`src/rtl/mux_arb_n.sv`:
```
// mux_arb_n: N-channel valid/ready arbiter/mux with a single registered
// output stage.
//
// Parameters
//   WIDTH    : data bits per channel
//   CHANNELS : number of input channels (2..16)
//   SEL_W    : channel index width, equal to clog2(CHANNELS)
//
// Ports
//   clk, rst_n : rising-edge clock, synchronous active-low reset
//   mode       : 00 manual (sel), 01 fixed priority (lowest index), 1x round-robin
//   sel        : manual-mode channel index
//   in_valid   : per-channel valid
//   in_last    : per-channel end-of-packet flag
//   in_data    : channel i occupies bits [i*WIDTH +: WIDTH]
//   in_ready   : per-channel ready, one-hot or zero
//   out_valid  : output register holds a beat
//   out_data   : registered data
//   out_last   : registered last flag
//   out_chan   : source channel of the current output beat
//   out_ready  : downstream accept
//   locked     : a packet lock is active

module mux_arb_n_lane #(
  parameter int WIDTH = 8
) (
  input  logic             hit_i,
  input  logic [WIDTH-1:0] data_i,
  input  logic             last_i,
  output logic             ready_o,
  output logic [WIDTH-1:0] data_o,
  output logic             last_o
);
  // Masked contribution of one channel to the AND-OR output mux, so data
  // from an ungranted channel never reaches the output register.
  assign ready_o = hit_i;
  assign data_o  = data_i & {WIDTH{hit_i}};
  assign last_o  = last_i & hit_i;
endmodule

module mux_arb_n #(
  parameter int WIDTH    = 8,
  parameter int CHANNELS = 4,
  parameter int SEL_W    = 2
) (
  input  logic                      clk,
  input  logic                      rst_n,
  input  logic [1:0]                mode,
  input  logic [SEL_W-1:0]          sel,
  input  logic [CHANNELS-1:0]       in_valid,
  input  logic [CHANNELS-1:0]       in_last,
  input  logic [CHANNELS*WIDTH-1:0] in_data,
  output logic [CHANNELS-1:0]       in_ready,
  output logic                      out_valid,
  output logic [WIDTH-1:0]          out_data,
  output logic                      out_last,
  output logic [SEL_W-1:0]          out_chan,
  input  logic                      out_ready,
  output logic                      locked
);

  typedef enum logic {UNLOCKED = 1'b0, LOCKED = 1'b1} lock_e;

  lock_e                          state_q;
  logic [SEL_W-1:0]               lock_chan_q;
  logic [SEL_W-1:0]               rr_ptr_q, rr_ptr_d;
  logic                           out_valid_q, out_valid_d;
  logic [WIDTH-1:0]               out_data_q, out_data_d;
  logic                           out_last_q, out_last_d;
  logic [SEL_W-1:0]               out_chan_q, out_chan_d;

  logic                           load_en;
  logic                           grant_vld;
  logic [SEL_W-1:0]               grant_idx;
  logic                           xfer;
  logic [CHANNELS-1:0]            hit;
  logic [CHANNELS-1:0][WIDTH-1:0] data_m;
  logic [CHANNELS-1:0]            last_m;
  logic [WIDTH-1:0]               mux_data;
  logic                           mux_last;

  // Gating with rst_n keeps every in_ready low while reset is held.
  assign load_en = rst_n && (!out_valid_q || out_ready);

  // Grant selection. Comparisons are against the loop constant so an
  // out-of-range sel or pointer simply never matches.
  always_comb begin
    grant_vld = 1'b0;
    grant_idx = '0;
    if (state_q == LOCKED) begin
      for (int i = 0; i < CHANNELS; i++)
        if (in_valid[i] && SEL_W'(i) == lock_chan_q) begin
          grant_vld = 1'b1;
          grant_idx = SEL_W'(i);
        end
    end else begin
      case (mode)
        2'b00: begin
          for (int i = 0; i < CHANNELS; i++)
            if (in_valid[i] && SEL_W'(i) == sel) begin
              grant_vld = 1'b1;
              grant_idx = SEL_W'(i);
            end
        end
        2'b01: begin
          // Descending scan: the last hit written is the lowest index.
          for (int i = CHANNELS - 1; i >= 0; i--)
            if (in_valid[i]) begin
              grant_vld = 1'b1;
              grant_idx = SEL_W'(i);
            end
        end
        default: begin
          // Round-robin as two descending scans: the lowest valid index
          // below the pointer (the wrapped part), then overridden by the
          // lowest valid index at or above the pointer if one exists.
          for (int i = CHANNELS - 1; i >= 0; i--)
            if (in_valid[i] && SEL_W'(i) < rr_ptr_q) begin
              grant_vld = 1'b1;
              grant_idx = SEL_W'(i);
            end
          for (int i = CHANNELS - 1; i >= 0; i--)
            if (in_valid[i] && SEL_W'(i) >= rr_ptr_q) begin
              grant_vld = 1'b1;
              grant_idx = SEL_W'(i);
            end
        end
      endcase
    end
  end

  for (genvar g = 0; g < CHANNELS; g++) begin : g_lane
    assign hit[g] = load_en && grant_vld && (grant_idx == SEL_W'(g));
    mux_arb_n_lane #(.WIDTH(WIDTH)) u_lane (
      .hit_i   (hit[g]),
      .data_i  (in_data[g*WIDTH +: WIDTH]),
      .last_i  (in_last[g]),
      .ready_o (in_ready[g]),
      .data_o  (data_m[g]),
      .last_o  (last_m[g])
    );
  end

  always_comb begin
    mux_data = '0;
    mux_last = 1'b0;
    for (int i = 0; i < CHANNELS; i++) begin
      mux_data = mux_data | data_m[i];
      mux_last = mux_last | last_m[i];
    end
  end

  assign xfer = |hit;

  always_comb begin
    out_valid_d = out_valid_q;
    out_data_d  = out_data_q;
    out_last_d  = out_last_q;
    out_chan_d  = out_chan_q;
    rr_ptr_d    = rr_ptr_q;
    if (load_en) begin
      out_valid_d = xfer;
      if (xfer) begin
        out_data_d = mux_data;
        out_last_d = mux_last;
        out_chan_d = grant_idx;
      end
    end
    // Pointer advances on packet completion in every mode so a later switch
    // to round-robin resumes fairly.
    if (xfer && mux_last)
      rr_ptr_d = (grant_idx == SEL_W'(CHANNELS - 1)) ? '0 : grant_idx + SEL_W'(1);
  end

  always_ff @(posedge clk) begin
    if (!rst_n) begin
      state_q     <= UNLOCKED;
      lock_chan_q <= '0;
      rr_ptr_q    <= '0;
      out_valid_q <= 1'b0;
      out_data_q  <= '0;
      out_last_q  <= 1'b0;
      out_chan_q  <= '0;
    end else begin
      rr_ptr_q    <= rr_ptr_d;
      out_valid_q <= out_valid_d;
      out_data_q  <= out_data_d;
      out_last_q  <= out_last_d;
      out_chan_q  <= out_chan_d;
      if (xfer) begin
        case (state_q)
          UNLOCKED: if (!mux_last) begin
            state_q     <= LOCKED;
            lock_chan_q <= grant_idx;
          end
          LOCKED: if (mux_last) state_q <= UNLOCKED;
          default: state_q <= UNLOCKED;
        endcase
      end
    end
  end

  assign out_valid = out_valid_q;
  assign out_data  = out_data_q;
  assign out_last  = out_last_q;
  assign out_chan  = out_chan_q;
  assign locked    = (state_q == LOCKED);

endmodule

```
`config.mk`:
```
export PLATFORM = sky130hd
export DESIGN_NAME = mux_arb_n
export DESIGN_NICKNAME = d
export VERILOG_FILES = /design/src/rtl/mux_arb_n.sv
export SDC_FILE = /design/constraint.sdc
export NUM_CORES = 1
export LEC_CHECK = 0
export ABC_AREA = 1
export CAP_MARGIN = 0
export CORE_MARGIN = 3
export CORE_UTILIZATION = 38
export CTS_BUF_LIST = sky130_fd_sc_hd__clkbuf_4
export DETAILED_ROUTE_END_ITERATION = 8
export GPL_TIMING_DRIVEN = 1
export PLACE_DENSITY_LB_ADDON = 0.2
export SYNTH_ARGS = -nofsm -noshare
export SYNTH_HDL_FRONTEND = slang
export SYNTH_SLANG_ARGS = --single-unit
```
`constraint.sdc`:
```
create_clock -name clk -period 2.1 [get_ports clk]
set_input_delay 0.42 -clock clk [delete_from_list [all_inputs] [get_ports clk]]
set_output_delay 0.42 -clock clk [all_outputs]
set_load 0.01 [all_outputs]
```
==> results of run 1 <==
==> how the worst min path moves through the flow <==
stage	start	end	cells past startpoint
2_1_floorplan	rr_ptr_q[0]	rr_ptr_q[0]	2
3_3_place_gp	out_last	out_last	2
3_5_place_dp	out_last	out_last	2
4_1_cts	out_last	out_last	2
5_1_grt	out_last	out_last	2
6_report	out_last	out_last	2
==> report_power, final <==
part,internal [mW],switching (mW)
clock,0.0870,0.105
sequential,0.490,0.131
combinational,1.06,1.05
total,1.64,1.29
==> registers in the layout, indices dropped and copies added, names as in the netlist <==
register / cells
rr_ptr_q: 2
out_valid: 1
out_last: 1
lock_chan_q: 2
out_chan: 2
out_data: 8
locked: 1
==> critical path: stages, from the launching register on <==
cell and delay, ns:
dfxtp_4 0.38, buf_6 0.12, nand4_1 0.06, nand3_1 0.08
nand2_1 0.07, nand3b_1 0.12, nand2_2 0.11, nand2_4 0.09
inv_4 0.09, ha_4 0.13, inv_2 0.04, nor2_4 0.08
buf_6 0.11
==> kinds of logic (layout without fill, tap and decap cells) <==
kind of cell,Yosys count,count (layout)
simple gates,127,127
compound gates,35,35
buf+inv,30,132
flops,17,17
fa+ha+maj,4,4
==> routing by layer <==
metal  vias to the layer above  track usage, %  share of wire (%)
li1                        889               -                  -
met1                       776            24.5                 42
met2                        42            36.2                 52
met3                         5            3.40                4.3
met4                         0            6.48                1.0
met5                         -               0                  0
==> cells in the final DEF, fill, tap and decap left out, types with 4 or more instances in the layout <==
cell	instances
nand4_1	5
inv_2	5
nor2_1	20
a21oi_2	7
clkdlybuf4s50_1	51
nand3_2	5
nor2_2	6
nand2_4	7
o21ai_2	11
inv_1	13
buf_2	5
ha_4	4
nand2_2	4
buf_6	13
dfxtp_1	14
buf_4	32
clkbuf_4	4
a21oi_1	7
nand3_1	11
nor2_4	5
nand2_1	61
inv_4	5
==> stage by stage <==
step / cell area [µm²] / total power, mW / hold slack (ns) / util (%) / setup slack [ns]
5_1_grt: 2550 / 3.12 / 0.529 / 75.3 / -0.192
3_5_place_dp: 2240 / 2.25 / 0.495 / 66.0 / -0.942
2_1_floorplan: 1360 / 1.49 / 0.476 / - / 0.00750
6_report: 2550 / 2.93 / 0.506 / 75.3 / -0.0787
3_3_place_gp: 2240 / 2.24 / 0.491 / 66.0 / -0.887
4_1_cts: 2430 / 2.68 / 0.508 / 71.7 / -0.0542
==> what timing repair did <==
item,4_1_cts,5_1_grt
pin swaps,25,21
buffers inserted,8,0
cloned,0,1
setup endpoints to repair,21,21
resized for setup,85,36
==> layout make-up <==
type                    instances  area, µm²  share of cell area (%)
clock buffers                   4       30.0                    1.18
repair buffers                105        953                    37.3
flip-flops and latches         17        347                    13.6
multi-input cells             166       1070                    41.8
inverters                      23       98.8                    3.87
well taps                      46       57.6                    2.25
==> out/results.ini, run 1 <==
[outcome]
outcome=finished with violations
violations=negative setup slack

[synthesis]
synth_cell_types=24
synth_simple_gate_area_share_pct=42.9
post-synth-top-count-cell=nand2_1
async_reset_ff_share_pct=0
synth_common_cells=66 x nand2_1, 27 x nor2_1, 20 x inv_1
synth-xor-area-share_pct=0
synth_fa_ha_area_share_pct=3.68
synth_area_leaders=dfxtp_1 25%, nand2_1 18%, nor2_1 7.5%, nand3_1 5.9%, inv_1 5.5%
synth_compound_area_share_pct=17.5
synth_top_family_by_area=simple AND/OR/NAND/NOR gates
synth_area_leader_cell=dfxtp_1
syn_inst=213
synth_nets=264
synth_edf_count=0
synth_top_area_share_pct=25.0
synth_warnings=0
ys_ff_latch=17
synthFlopType=dfxtp_1
syn_avg_cell_area_um2=6.38
yosysSeqAreaShare_pct=25.0
synth.area.mux_share_pct=0
syn-cell-area_um2=1360

[power]
peakVddDrop_v=0.000750
powerDensity_nw_per_um2=1150
power_leakage_nw=1.16

[die]
core_area_um2=3390
ioPinCount=64
die-area_um2=4330
die_w_um=65.8
core.rowCount=21
dieHeight_um=65.8
start_util_pct=40.1

[cts]
clock-sinks=17
cts_tree=built
holdBufCountCts=0
clk_pin_slew_ns=0.09
htreeDepth=1
clk_latency_ns=0.30
cts_root_buffer=clkbuf_4
cts_buffers=3
clock_path_buffers=2

[grt]
grt_usage_pct=20.3
grt_pass1_wl_um=6880
grt-ovfl-total=0
grt_pass1_vias=1590
antenna_found_initial=0
grt_max_degree=17

[hold_path]
hp-class=reg2reg

[timing]
slew_headroom_pct=81.9
drv_slew=0
max_freq_mhz=459
period_needed_ns=2.18
finalWorstSetupSlack_ns=-0.0787
post-route-period-util_pct=104
rsz0062_at_grt=yes
tns_ns=-0.328
finalHoldViolCount=0
finalSetupViolCount=11
finClkSkew_ns=0.00182
worst-slew-pin-transition_ns=0.272

[setup_path]
cp.required_ns=1.68
reg2reg_to=lock_chan_q[1]
reg2reg_from=rr_ptr_q[1]
reg2reg_slack_ns=-0.04
worstPathArrival_ns=1.76
startpoint_type=flop
worstSetupEndpoint=in_ready[3]
worstRegToRegCells=15
criticalPathCategory=reg2out
crit_path_max_fanout=4
cp-end-kind=primary output
cp-startpoint=rr_ptr_q[1]

[final_layout]
nets=367
stdcell_count=361
antenna_cells=0
drive_above_1_share_pct=39.4
area_growth_pct=87.9
fill_cells=276

[place]
dpl.cell_count=348
post-dp-hpwl_um=3110
place_congestion=1.04
port_buffers=63

[route]
drc=0
wirelength_um=4650
wl_per_cell_um=12.9
vias=1712
antenna_left=0
firstDrtPassIters=4
drt_iter0_drc=54
via_per_inst=4.74

[flow_run]
maxCapViolCount=0

No activity file was read; power rests on OpenSTA's default activity.
==> run 2: changes to the inputs <==
CORE_UTILIZATION = 30   (was 38)
CTS_CLUSTER_SIZE = 14   (was default)
clock period = 1.8 ns   (was 2.1 ns; I/O delays follow)
==> out/results.ini, run 2 (synthesis gave the netlist of run 1 again) <==
[grt]
grt_max_degree=17  ; unchanged
grt_pass1_vias=1578  ; -0.75%
grt-ovfl-total=0  ; unchanged
grt_usage_pct=15.5  ; -4.8 points
grt_pass1_wl_um=6690  ; -2.8%
antenna_found_initial=0  ; unchanged

[die]
ioPinCount=64  ; unchanged
die_w_um=73.3  ; +11%
start_util_pct=32.6  ; -7.5 points
die-area_um2=5370  ; +24%
core.rowCount=23  ; +9.5%
core_area_um2=4170  ; +23%
dieHeight_um=73.3  ; +11%

[timing]
drv_slew=0  ; unchanged
worst-slew-pin-transition_ns=0.289  ; +0.0172 ns
post-route-period-util_pct=117
rsz0062_at_grt=yes
period_needed_ns=2.11
max_freq_mhz=474
finalSetupViolCount=21  ; +10
slew_headroom_pct=80.7  ; -1.1 points
finalHoldViolCount=0  ; unchanged
finalWorstSetupSlack_ns=-0.308  ; -0.229 ns
finClkSkew_ns=0.00149  ; -0.000326 ns

[place]
dp_slack_ns=-1.09  ; -0.144 ns
place_congestion=0.750  ; -28%
dpl.cell_count=353  ; +1.4%
post-dp-hpwl_um=3310  ; +6.2%
port_buffers=63  ; unchanged

[cts]
cts_buffers=3  ; unchanged
clock_path_buffers=2  ; unchanged
htreeDepth=1  ; unchanged
holdBufCountCts=0  ; unchanged
clock-sinks=17  ; unchanged
clk_pin_slew_ns=0.09  ; about the same
clk_latency_ns=0.28  ; -0.02 ns
cts_tree=built
cts_root_buffer=clkbuf_4

[final_layout]
largest_reg_flops=8  ; unchanged
stdcell_count=369  ; +2.2%
drive_above_1_share_pct=37.6  ; -1.7 points
nets=371  ; +1.1%
final_cell_mix=63 x nand2_1, 51 x clkdlybuf4s50_1, 35 x buf_4
layout_commonest_cell=nand2_1
antenna_cells=0  ; unchanged
area_growth_pct=89.9

[power]
p_seq_share_pct=21.2  ; about the same
peakVddDrop_v=0.000696  ; -7.3%
power_mw=3.35  ; +14%
power_frac_comb_pct=72.4  ; +0.2 points
powerDensity_nw_per_um2=1300  ; +13%
switching_share_pct=42.3  ; -1.7 points
power.internal_mw=1.93  ; +18%
power_switching_mw=1.42  ; +10%
clock_power_share_pct=6.4  ; -0.2 points
power_leakage_nw=1.18  ; +1.3%

[setup_path]
startpoint_type=flop
path_delay_family=simple AND/OR/NAND/NOR gates
cp.required_ns=1.44  ; -0.24 ns
worstPathArrival_ns=1.75  ; about the same
crit_chain=inv_4 > a21oi_2 > nand3_1 > nand2_1 > nand3b_1 > nand2_1 > nand2_2 > buf_6 > ha_4 > nand2_2 > inv_4 > buf_2
max_stage_delay_ns=0.39  ; about the same
crit_path_max_fanout=4  ; unchanged
crit_slowest_cell=dfxtp_4
criticalPathCategory=reg2out
critPathBufInv=4  ; unchanged
cp-end-kind=primary output

[route]
wl_per_cell_um=11.4  ; -12%
firstDrtPassIters=4  ; unchanged
vias=1656  ; -3.3%
antenna_left=0  ; unchanged
drt_iter0_drc=47  ; -13%
via_per_inst=4.49  ; -5.4%
drc=0  ; unchanged
wirelength_um=4190  ; -9.8%

[outcome]
outcome=finished with violations
violations=negative setup slack

[flow_run]
maxCapViolCount=0  ; unchanged

[hold_path]
hp-class=reg2reg

## run 2: power by group through the flow
stage | clock network (mW) | registers [mW] | logic [mW]
floorplan | 0 | 0.743 | 1.14
global placement | 0 | 0.682 | 2.05
detailed placement | 0 | 0.687 | 2.07
CTS | 0.221 | 0.694 | 2.33
global route | 0.233 | 0.738 | 2.64
finish | 0.214 | 0.712 | 2.42
## run 2: per-stage QoR
step | setup TNS, ns | hold slack (ns) | cell area [µm²] | util, %
CTS | -5.38 | 0.507 | 2510 | 60.1
floorplan | -1.00 | 0.476 | 1460 | -
global route | -8.90 | 0.538 | 2580 | 61.8
detailed placement | -20.83 | 0.478 | 2340 | 56.1
finish | -5.92 | 0.506 | 2580 | 61.8
global placement | -20.22 | 0.473 | 2340 | 56.1
## run 2: worst paths after layout
kind / startpoint / to / slack [ns] / cells after the start
worst min register to register: out_last / out_last / 0.51 / 2
worst min-delay path: out_last / out_last / 0.51 / 2
worst max register to register: rr_ptr_q[1] / out_data[2] / -0.31 / 15
worst max-delay path: rr_ptr_q[1] / in_ready[0] / -0.31 / 12
## run 2: timing repair
action | 4_1_cts | 5_1_grt
pin swaps | 20 | 9
gates resized for setup | 70 | 16
setup endpoints to repair | 21 | 22
buffers inserted | 9 | 3
## run 2: final cells by class
class	instances	area, µm²
clock buffer	4	30.0
fill	388	1590
inverter	23	98.8
multi-input combinational	166	1040
sequential	17	347
tap	50	62.6
timing repair buffer	109	998
## run 2: worst min-delay path: stages (launching register included)
cell and delay (ns):
dfxtp_1 0.32, nand3_1 0.09, a21oi_2 0.05
## run 2: per-layer routing
metal	GRT usage [%]	share of wire, %	vias up
met5	0	0	-
met4	3.62	0.91	0
met3	2.87	5.6	4
met2	27.7	49	33
met1	19.3	45	724
li1	-	-	895
